==> src/rtl/timer_sched_pkg.sv <==
// Shared time-base definitions: scheduler state encoding and default sizes
// reused by every consumer of the prescaled tick.
package timer_sched_pkg;

  typedef enum logic [1:0] {
    IDLE = 2'd0,
    RUN  = 2'd1,
    DONE = 2'd2
  } sched_state_t;

  localparam int PRESCALE_DEFAULT = 500;
  localparam int CNT_W_DEFAULT    = 16;

  // Modulo-n increment used for round-robin pointer updates.
  function automatic int wrap_inc(input int idx, input int n);
    return (idx + 1 >= n) ? 0 : idx + 1;
  endfunction

endpackage

==> src/rtl/timer_scheduler_if.sv <==
// Requester-side bundle of the shared timer scheduler. The requester
// logic is the master; the scheduler is the slave.
interface timer_scheduler_if #(
  parameter int NREQ  = 4,
  parameter int CNT_W = 16
);
  logic [NREQ-1:0]       req;
  logic [NREQ*CNT_W-1:0] req_delay;
  logic                  abort;
  logic [NREQ-1:0]       gnt;
  logic [NREQ-1:0]       done;
  logic                  busy;
  logic                  tick;

  modport master (
    output req, req_delay, abort,
    input  gnt, done, busy, tick
  );

  modport slave (
    input  req, req_delay, abort,
    output gnt, done, busy, tick
  );
endinterface

==> src/rtl/timer_scheduler_rr_pick.sv <==
// Combinational round-robin picker: first set req bit at or after ptr,
// wrapping modulo NREQ.
module rr_pick #(
  parameter int NREQ  = 4,
  parameter int IDX_W = $clog2(NREQ)
) (
  input  logic [NREQ-1:0]  req,
  input  logic [IDX_W-1:0] ptr,
  output logic [NREQ-1:0]  onehot,
  output logic [IDX_W-1:0] idx,
  output logic             valid
);

  int cand;

  always_comb begin
    valid  = 1'b0;
    idx    = '0;
    onehot = '0;
    cand   = 0;
    for (int k = 0; k < NREQ; k++) begin
      cand = int'(ptr) + k;
      if (cand >= NREQ) cand = cand - NREQ;
      if (!valid && req[IDX_W'(cand)]) begin
        valid = 1'b1;
        idx   = IDX_W'(cand);
      end
    end
    if (valid) onehot[idx] = 1'b1;
  end

endmodule

==> src/rtl/timer_scheduler.sv <==
// Shared prescaled countdown timer, granted round-robin to NREQ requesters;
// returns a one-cycle done strobe to the requester that owned the job.
module timer_scheduler
  import timer_sched_pkg::*;
#(
  parameter int NREQ     = 4,
  parameter int CNT_W    = CNT_W_DEFAULT,
  parameter int PRESCALE = PRESCALE_DEFAULT
) (
  input logic               clk_in,
  input logic               reset,
  timer_scheduler_if.slave  bus
);

  localparam int IDX_W = $clog2(NREQ);
  localparam int PS_W  = $clog2(PRESCALE);

  sched_state_t     state_reg;
  logic [IDX_W-1:0] ptr_reg;
  logic [IDX_W-1:0] winner_reg;
  logic [PS_W-1:0]  presc_reg;
  logic [CNT_W-1:0] remaining_reg;
  logic [NREQ-1:0]  gnt_reg;
  logic [NREQ-1:0]  done_reg;
  logic             busy_reg;
  logic             tick_reg;

  logic [NREQ-1:0]  pick_onehot;
  logic [IDX_W-1:0] pick_idx;
  logic             pick_valid;
  logic [CNT_W-1:0] pick_delay;
  logic [NREQ-1:0]  win_onehot;
  logic [CNT_W-1:0] delay_arr [NREQ];

  genvar gi;
  generate
    for (gi = 0; gi < NREQ; gi++) begin : g_req
      assign delay_arr[gi]  = bus.req_delay[gi*CNT_W +: CNT_W];
      assign win_onehot[gi] = (winner_reg == IDX_W'(gi));
    end
  endgenerate

  assign pick_delay = delay_arr[pick_idx];

  rr_pick #(
    .NREQ  (NREQ),
    .IDX_W (IDX_W)
  ) u_rr_pick (
    .req    (bus.req),
    .ptr    (ptr_reg),
    .onehot (pick_onehot),
    .idx    (pick_idx),
    .valid  (pick_valid)
  );

  // tick_reg is precomputed one cycle ahead so it is high exactly while
  // presc_reg == PRESCALE-1 in RUN, without a combinational output path.
  always_ff @(posedge clk_in or posedge reset) begin
    if (reset) begin
      state_reg     <= IDLE;
      ptr_reg       <= '0;
      winner_reg    <= '0;
      presc_reg     <= '0;
      remaining_reg <= '0;
      gnt_reg       <= '0;
      done_reg      <= '0;
      busy_reg      <= 1'b0;
      tick_reg      <= 1'b0;
    end else begin
      case (state_reg)
        IDLE: begin
          presc_reg <= '0;
          done_reg  <= '0;
          tick_reg  <= 1'b0;
          if (pick_valid) begin
            winner_reg    <= pick_idx;
            remaining_reg <= (pick_delay == '0) ? CNT_W'(1) : pick_delay;
            gnt_reg       <= pick_onehot;
            busy_reg      <= 1'b1;
            state_reg     <= RUN;
          end else begin
            gnt_reg  <= '0;
            busy_reg <= 1'b0;
          end
        end
        RUN: begin
          if (bus.abort) begin
            // Abort beats a coincident final tick: no done strobe.
            state_reg <= IDLE;
            gnt_reg   <= '0;
            busy_reg  <= 1'b0;
            tick_reg  <= 1'b0;
            presc_reg <= '0;
            ptr_reg   <= IDX_W'(wrap_inc(int'(winner_reg), NREQ));
          end else if (presc_reg == PS_W'(PRESCALE - 1)) begin
            presc_reg     <= '0;
            tick_reg      <= 1'b0;
            remaining_reg <= remaining_reg - CNT_W'(1);
            if (remaining_reg == CNT_W'(1)) begin
              state_reg <= DONE;
              gnt_reg   <= '0;
              done_reg  <= win_onehot;
            end
          end else begin
            presc_reg <= presc_reg + PS_W'(1);
            tick_reg  <= (presc_reg == PS_W'(PRESCALE - 2));
          end
        end
        DONE: begin
          done_reg  <= '0;
          busy_reg  <= 1'b0;
          state_reg <= IDLE;
          ptr_reg   <= IDX_W'(wrap_inc(int'(winner_reg), NREQ));
        end
        default: begin
          state_reg <= IDLE;
          gnt_reg   <= '0;
          done_reg  <= '0;
          busy_reg  <= 1'b0;
          tick_reg  <= 1'b0;
        end
      endcase
    end
  end

  assign bus.gnt  = gnt_reg;
  assign bus.done = done_reg;
  assign bus.busy = busy_reg;
  assign bus.tick = tick_reg;

endmodule
==> src/flat_wrapper.sv <==
// flat-port wrapper written by rule: the top's interface ports become plain ports
module timer_scheduler_flat import timer_sched_pkg::*;
#(
  parameter int NREQ     = 4,
  parameter int CNT_W    = CNT_W_DEFAULT,
  parameter int PRESCALE = PRESCALE_DEFAULT
)
  (clk_in, reset, bus_req, bus_req_delay, bus_abort, bus_gnt, bus_done, bus_busy, bus_tick);
  timer_scheduler_if #(.NREQ(NREQ), .CNT_W(CNT_W)) bus_i ();
  input logic clk_in;
  input logic reset;
  input wire logic [$bits(bus_i.req)-1:0] bus_req;
  input wire logic [$bits(bus_i.req_delay)-1:0] bus_req_delay;
  input wire logic [$bits(bus_i.abort)-1:0] bus_abort;
  output wire logic [$bits(bus_i.gnt)-1:0] bus_gnt;
  output wire logic [$bits(bus_i.done)-1:0] bus_done;
  output wire logic [$bits(bus_i.busy)-1:0] bus_busy;
  output wire logic [$bits(bus_i.tick)-1:0] bus_tick;
  assign bus_i.req = bus_req;
  assign bus_i.req_delay = bus_req_delay;
  assign bus_i.abort = bus_abort;
  assign bus_gnt = bus_i.gnt;
  assign bus_done = bus_i.done;
  assign bus_busy = bus_i.busy;
  assign bus_tick = bus_i.tick;
  timer_scheduler #(.NREQ(NREQ), .CNT_W(CNT_W), .PRESCALE(PRESCALE)) u_core (.clk_in(clk_in), .reset(reset), .bus(bus_i));
endmodule
==> config.mk <==
export PLATFORM = sky130hd
export DESIGN_NAME = timer_scheduler_flat
export DESIGN_NICKNAME = d
export VERILOG_FILES = /design/src/rtl/timer_sched_pkg.sv /design/src/rtl/timer_scheduler_if.sv /design/src/rtl/timer_scheduler_rr_pick.sv /design/src/rtl/timer_scheduler.sv /design/src/flat_wrapper.sv
export SDC_FILE = /design/constraint.sdc
export NUM_CORES = 1
export LEC_CHECK = 0
export CORE_AREA = 2 2 91 93
export CTS_CLUSTER_SIZE = 8
export DETAILED_ROUTE_END_ITERATION = 7
export DIE_AREA = 0 0 93 95
export SLEW_MARGIN = 30
export SYNTH_ARGS = -nofsm -noshare
export SYNTH_HDL_FRONTEND = slang
export SYNTH_HIERARCHICAL = 1
export SYNTH_SLANG_ARGS = --single-unit
export TNS_END_PERCENT = 30
==> constraint.sdc <==
create_clock -name clk_in -period 6.05 [get_ports clk_in]
set_input_delay 1.21 -clock clk_in [delete_from_list [all_inputs] [get_ports clk_in]]
set_output_delay 1.21 -clock clk_in [all_outputs]
set_load 0.01 [all_outputs]
==> impl_results.md, run 1 <==
* Area growth from synthesis to layout at 33.2%
* Overall power at 1260 µW
* Fillers at 751
* CP Depth at 9
* Sequential power share at 0.367
* Sw Share at 0.406
* Die area at 8840 µm²
* Seq/Total Area, Yosys at 0.360
* Seq cells post-synth at 41
* DP Worst Slack at 1.50 ns
* Number of flops mapped to enable cells by yosys at 0
* Maximum fanout along the worst path at 11
* Pwr dens at 331 nW/µm²
* Ant diodes at 0
* Setup repair after global routing missed its margin: no
* CTS Sinks at 41
* Vias per cell at 5.46
* CP startpoint: bus_req[0]
* Main flop type after synthesis: dfrtp_1
* Fraction of the cycle the final worst path needs at 0.659
* Clock power frac at 0.137
* P_leak at 0.00148 µW
* Part of the power in combinational logic at 0.496
* # setup viols final at 0
* Fin crit period at 3.99 ns
* Register clock-pin slew on the reported worst setup and hold paths at 0.08 ns
* Number of global-route vias before repair at 2592
* Hold slack at 0.503 ns
* Commonest non-fill, non-tap cells in the layout: 80 x clkdlybuf4s50_1, 41 x dfrtp_1, 37 x nand2_1, 31 x o21ai_0, 25 x nor2_1
* GR Overflow Total at 0
* Fin worst setup slack at 2.06 ns
* Area contributors post-synth: dfrtp_1 36%, mux4_1 10%, o21ai_0 5.4%, nand2_1 4.9%, mux4_2 3.9%
* Hold Path Origin: u_core/bus.tick
* Crit-path slowest cell: mux4_1
* Setup crit start kind: primary input
* Max-slew violations at 0
* Rows at 33
* CTS tree: yes
* Reg2Reg Setup Slack at 2.90 ns
* Most common cell after layout, fill and taps aside: clkdlybuf4s50_1
* Ys async rst share at 1.00
* Setup TNS at 0 ns
* Wire per inst at 15.4 µm
* Count of warnings emitted by yosys at 6
* Worst Path Buf+Inv at 2
* Post-Syn Area at 2850 µm²
* Post-CTS sizing at 0
* H-tree depth at 2
* Register area at 1030 µm²
* Req. time, crit path at 6.26 ns
* Final ANT Viol Nets at 0
* F_max at 251 MHz
* DRT iter0 DRCs at 127
* Cell taking the most area after synthesis: dfrtp_1
* Avg Synthesized Cell Area at 9.80 µm²
* CP delay by family, top: buffers and inverters
* Syn_nets at 370
* Relative slew margins at 0.421
* CP endpoint kind: flip-flop
* Psw at 510 µW
* Post-CTS Hold Buffers at 0
* Crit Reg-Reg Endpoint: u_core/remaining_reg[0]
* Clock Root Buffer: clkbuf_8
* Via count at 2568
* Routability cong. at 0.813
* Internal at 747 µW
* Yosys top cell area share at 0.360
* Starting Density at 0.360
* Hold Fails Final Rpt at 0
* Largest net degree at the start of global routing at 42
* Worst Tran Pin Value at 0.866 ns
* Nets@finish at 443
* Crit path cell chain: clkdlybuf4s50_1, mux2i_1, nor2_1, a311oi_4, clkbuf_8, mux4_1, nor4_1, nand4_1, a221oi_2
* Worst min path class: reg2reg
* Setup Skew at 0.00940 ns
* Multi-input logic area at 1700 µm²
* Critical Path Sink: u_core/remaining_reg[0]
* Setup Fix Bufs, Post-CTS at 0
* Synth cell types at 57
* Die height at 95 µm
* Share of layout cells above drive strength 1 at 0.0767
* Largest register FFs at 16
* FF-to-FF path depth at 8
* Peak VDD IR at 0.118 mV
* Die X-Extent at 93 µm
* Detail Placement HPWL at 5630 µm
* Global-route wire length before repair at 12200 µm
* Max cap viols at 0
* Clock buffer depth at 2
* WL final at 7240 µm
* Io pins at 81
* Worst skew pair latency at 0.29 ns
* Inserted Clock Buffers at 5
* Total GRT Usage at 0.174
* Reg-to-Reg Start: u_core/ptr_reg[1]
* IO buf count at 80
* Core footprint at 7930 µm²
* Initial antenna violation count at 0
* Slowest stage delay, CP at 0.61 ns
* Synth Instances at 291
* Fin util at 0.479
* Drt drc at 0
* Critical path arrival at 4.19 ns
* Status: completed
* CP Class: in2reg
* Initial DRT Pass Iterations at 4
Yosys cell counts (2+ instances only):
master and number:
dfrtp_1 41, nand2_1 37, o21ai_0 31, nor2_1 25, a21oi_1 14, mux4_1 11
inv_1 10, nand3_1 10, clkbuf_1 8, ha_1 8, nand4_1 6, nor3_1 6
a22o_1 5, mux4_2 5, o211ai_1 5, and2_1 4, a31oi_1 3, a32oi_1 3
a41oi_1 3, buf_2 3, buf_6 3, nor2b_1 3, nor4_2 3, and3_1 2
and4_1 2, mux2_2 2, nor3_2 2, nor3b_2 2, nor4_1 2, o221a_2 2
o311ai_0 2, o31a_1 2, o31ai_1 2
metrics by stage:
step,cells,cell area (µm²)
after floorplan,291,2850
after global placement,461,3710
after detailed placement,461,3710
after CTS,469,3790
after global routing,470,3800
final,470,3800
power by group through the flow:
stage               sequential (µW)  combinational (µW)  clock [µW]
floorplan                       438                 472           0
global placement                462                 606           0
detailed placement              463                 618           0
CTS                             460                 618         181
global route                    475                 697         196
finish                          462                 623         172
worst reg2reg max path, cell delays in order, from the launching register on:
cell      delay [ns]
dfrtp_1         0.63
mux2i_1         0.25
nor2_1          0.09
a311oi_4        0.52
clkbuf_8        0.31
mux4_1          0.61
nor4_1          0.31
nand4_1         0.14
a221oi_2        0.23
layout make-up:
cell class / count / share of cell area
multi-input combinational: 223 / 0.446
inverter: 10 / 0.00988
clock buffer: 8 / 0.0211
tap: 105 / 0.0346
timing repair buffer: 83 / 0.218
sequential: 41 / 0.270
worst min path at each step:
stage	endpoint	cells after the start	slack, ns
CTS	u_core/bus.busy	2	0.51
global route	u_core/bus.busy	2	0.52
floorplan	u_core/presc_reg[7]	1	0.47
finish	u_core/bus.tick	1	0.50
detailed placement	u_core/bus.gnt[3]	1	0.49
global placement	u_core/bus.busy	2	0.47
per-layer routing:
metal  track usage  up-vias  wire length, µm
met5             0        -                0
met4        0.0588        0              104
met3        0.0431        8              532
met2         0.274      112             3290
met1         0.237     1195             3310
li1              -     1253                -
cells by family (layout without fill, tap and decap cells):
logic type,count (synthesis),in the layout,synth area share
simple gates,109,109,0.196
compound gates,85,85,0.199
flops,41,41,0.360
buf+inv,27,101,0.0522
mux,19,19,0.152
fa+ha+maj,8,8,0.0351
xor+xnor,2,2,0.00614
Power figures use the tool's default switching activity.
==> run 2, diff against run 1 <==
- clock period: 6.05 -> 3.7 ns (I/O delays scaled with it)
==> run 2 against run 1 <==
Via count rose by 1.1%. Largest power group unchanged. Combinational power rose by 67%. Largest cell class unchanged. Clock skew fell by 0.0061 ns. Cell area rose by 1.2%. Setup slack got worse by 1.4 ns. Worst hold slack got worse by 0.012 ns. Die area did not move. Global-route usage fell by 0.064 points. Non-clock buffer count rose by 5. Sequential cell count did not move.
==> impl_results.md, run 2 (synthesized netlist as in run 1, its figures left out) <==
* Status: completed
* Most common cell after layout, fill and taps aside: clkdlybuf4s50_1
* Setup Fix Bufs, Post-CTS at 0
* Fin crit period at 3.06 ns
* Relative slew margins at 0.419
* GR Overflow Total at 0
* Detail Placement HPWL at 5780 µm
* Total GRT Usage at 0.174
* Register clock-pin slew on the reported worst setup and hold paths at 0.08 ns
* Worst skew pair latency at 0.29 ns
* Share of layout cells above drive strength 1 at 0.0892
* Setup crit start kind: primary input
* FF-to-FF path depth at 8
* Wire per inst at 15.5 µm
* Routability cong. at 0.836
* Initial DRT Pass Iterations at 4
* P_leak at 0.00150 µW
* Hold slack at 0.490 ns
* Worst min path class: reg2reg
* Worst Path Buf+Inv at 3
* Critical path arrival at 3.26 ns
* CP delay by family, top: buffers and inverters
* Crit path cell chain: clkdlybuf4s50_1, buf_4, nand2b_1, a21oi_1, a311oi_4, buf_12, mux4_1, nor4_1, nand4_1, a221oi_2
* Starting Density at 0.360
* CP Class: in2reg
* Post-CTS sizing at 0
* Via count at 2595
* Ant diodes at 0
* Max-slew violations at 0
* Die height at 95 µm
* Largest net degree at the start of global routing at 26
* # setup viols final at 0
* Clock buffer depth at 2
* Inserted Clock Buffers at 5
* Maximum fanout along the worst path at 17
* DRT iter0 DRCs at 164
* Vias per cell at 5.46
* Core footprint at 7930 µm²
* Max cap viols at 0
* WL final at 7380 µm
* Setup Skew at 0.00334 ns
* Post-CTS Hold Buffers at 0
* Pwr dens at 541 nW/µm²
* Clock Root Buffer: clkbuf_8
* CTS Sinks at 41
* Setup TNS at 0 ns
* Rows at 33
* Initial antenna violation count at 0
* Io pins at 81
* Nets@finish at 448
* IO buf count at 80
* Worst Tran Pin Value at 0.868 ns
* Crit-path slowest cell: mux4_1
* Largest register FFs at 16
* Area growth from synthesis to layout at 34.7%
* Commonest non-fill, non-tap cells in the layout: 80 x clkdlybuf4s50_1, 41 x dfrtp_1, 37 x nand2_1, 31 x o21ai_0, 25 x nor2_1
* Setup repair after global routing missed its margin: no
* F_max at 327 MHz
* Req. time, crit path at 3.90 ns
* H-tree depth at 2
* Number of global-route vias before repair at 2531
* Hold Crit Depth at 2
* Slowest stage delay, CP at 0.60 ns
* CP Depth at 10
* Die X-Extent at 93 µm
* Drt drc at 0
* Fraction of the cycle the final worst path needs at 0.827
* Hold Fails Final Rpt at 0
* Final ANT Viol Nets at 0
* Die area at 8840 µm²
* CTS tree: yes
* CP endpoint kind: flip-flop
* Peak VDD IR at 0.215 mV
* Global-route wire length before repair at 12200 µm
==> run 2: layer usage <==
layer / global-route usage / up-vias / wire, µm
met5: 0 / - / 0
met4: 0.0478 / 0 / 93
met3: 0.0303 / 7 / 523
met2: 0.275 / 119 / 3380
met1: 0.247 / 1207 / 3380
li1: - / 1262 / -
==> run 2: per-stage QoR <==
stage / std cells / area (µm²) / total power, µW / setup WS [ns] / utilization
2_1_floorplan: 291 / 2850 / 1490 / 0.848 / -
3_3_place_gp: 467 / 3760 / 1780 / 0.386 / 0.475
3_5_place_dp: 467 / 3760 / 1800 / 0.337 / 0.475
4_1_cts: 475 / 3840 / 2090 / 0.641 / 0.485
5_1_grt: 475 / 3840 / 2250 / 0.502 / 0.485
6_report: 475 / 3840 / 2080 / 0.639 / 0.485
==> run 2: worst paths after layout <==
check,end,slack [ns],start
hold / removal,u_core/bus.busy,0.49,u_core/bus.busy
min in group asynchronous,u_core/bus.gnt[1],0.81,reset
max in group asynchronous,u_core/remaining_reg[1],2.27,reset
hold reg to reg,u_core/bus.busy,0.49,u_core/bus.busy
setup / recovery,u_core/remaining_reg[0],0.64,bus_req[2]
setup reg to reg,u_core/remaining_reg[0],0.85,u_core/ptr_reg[1]
==> run 2: area by class of cell <==
type / instances / area, µm²
Multi-Input combinational cell: 223 / 1700
Tap cell: 105 / 131
Fill cell: 766 / 4080
Inverter: 10 / 37.5
Clock buffer: 8 / 80.1
Timing Repair Buffer: 88 / 873
Sequential cell: 41 / 1030
==> run 2: worst register-to-register path, cell delays in order, from the launching register on <==
cell and delay (ns):
dfrtp_1 0.61, mux2i_1 0.25, nor2_1 0.09, a311oi_4 0.32, buf_12 0.21, mux4_1 0.61
nor4_1 0.31, nand4_1 0.14, a221oi_2 0.23
==> run 2: power breakdown <==
group / internal, µW / switching, µW
Sequential: 592 / 161
Clock: 134 / 151
Combinational: 508 / 534
Total: 1230 / 847
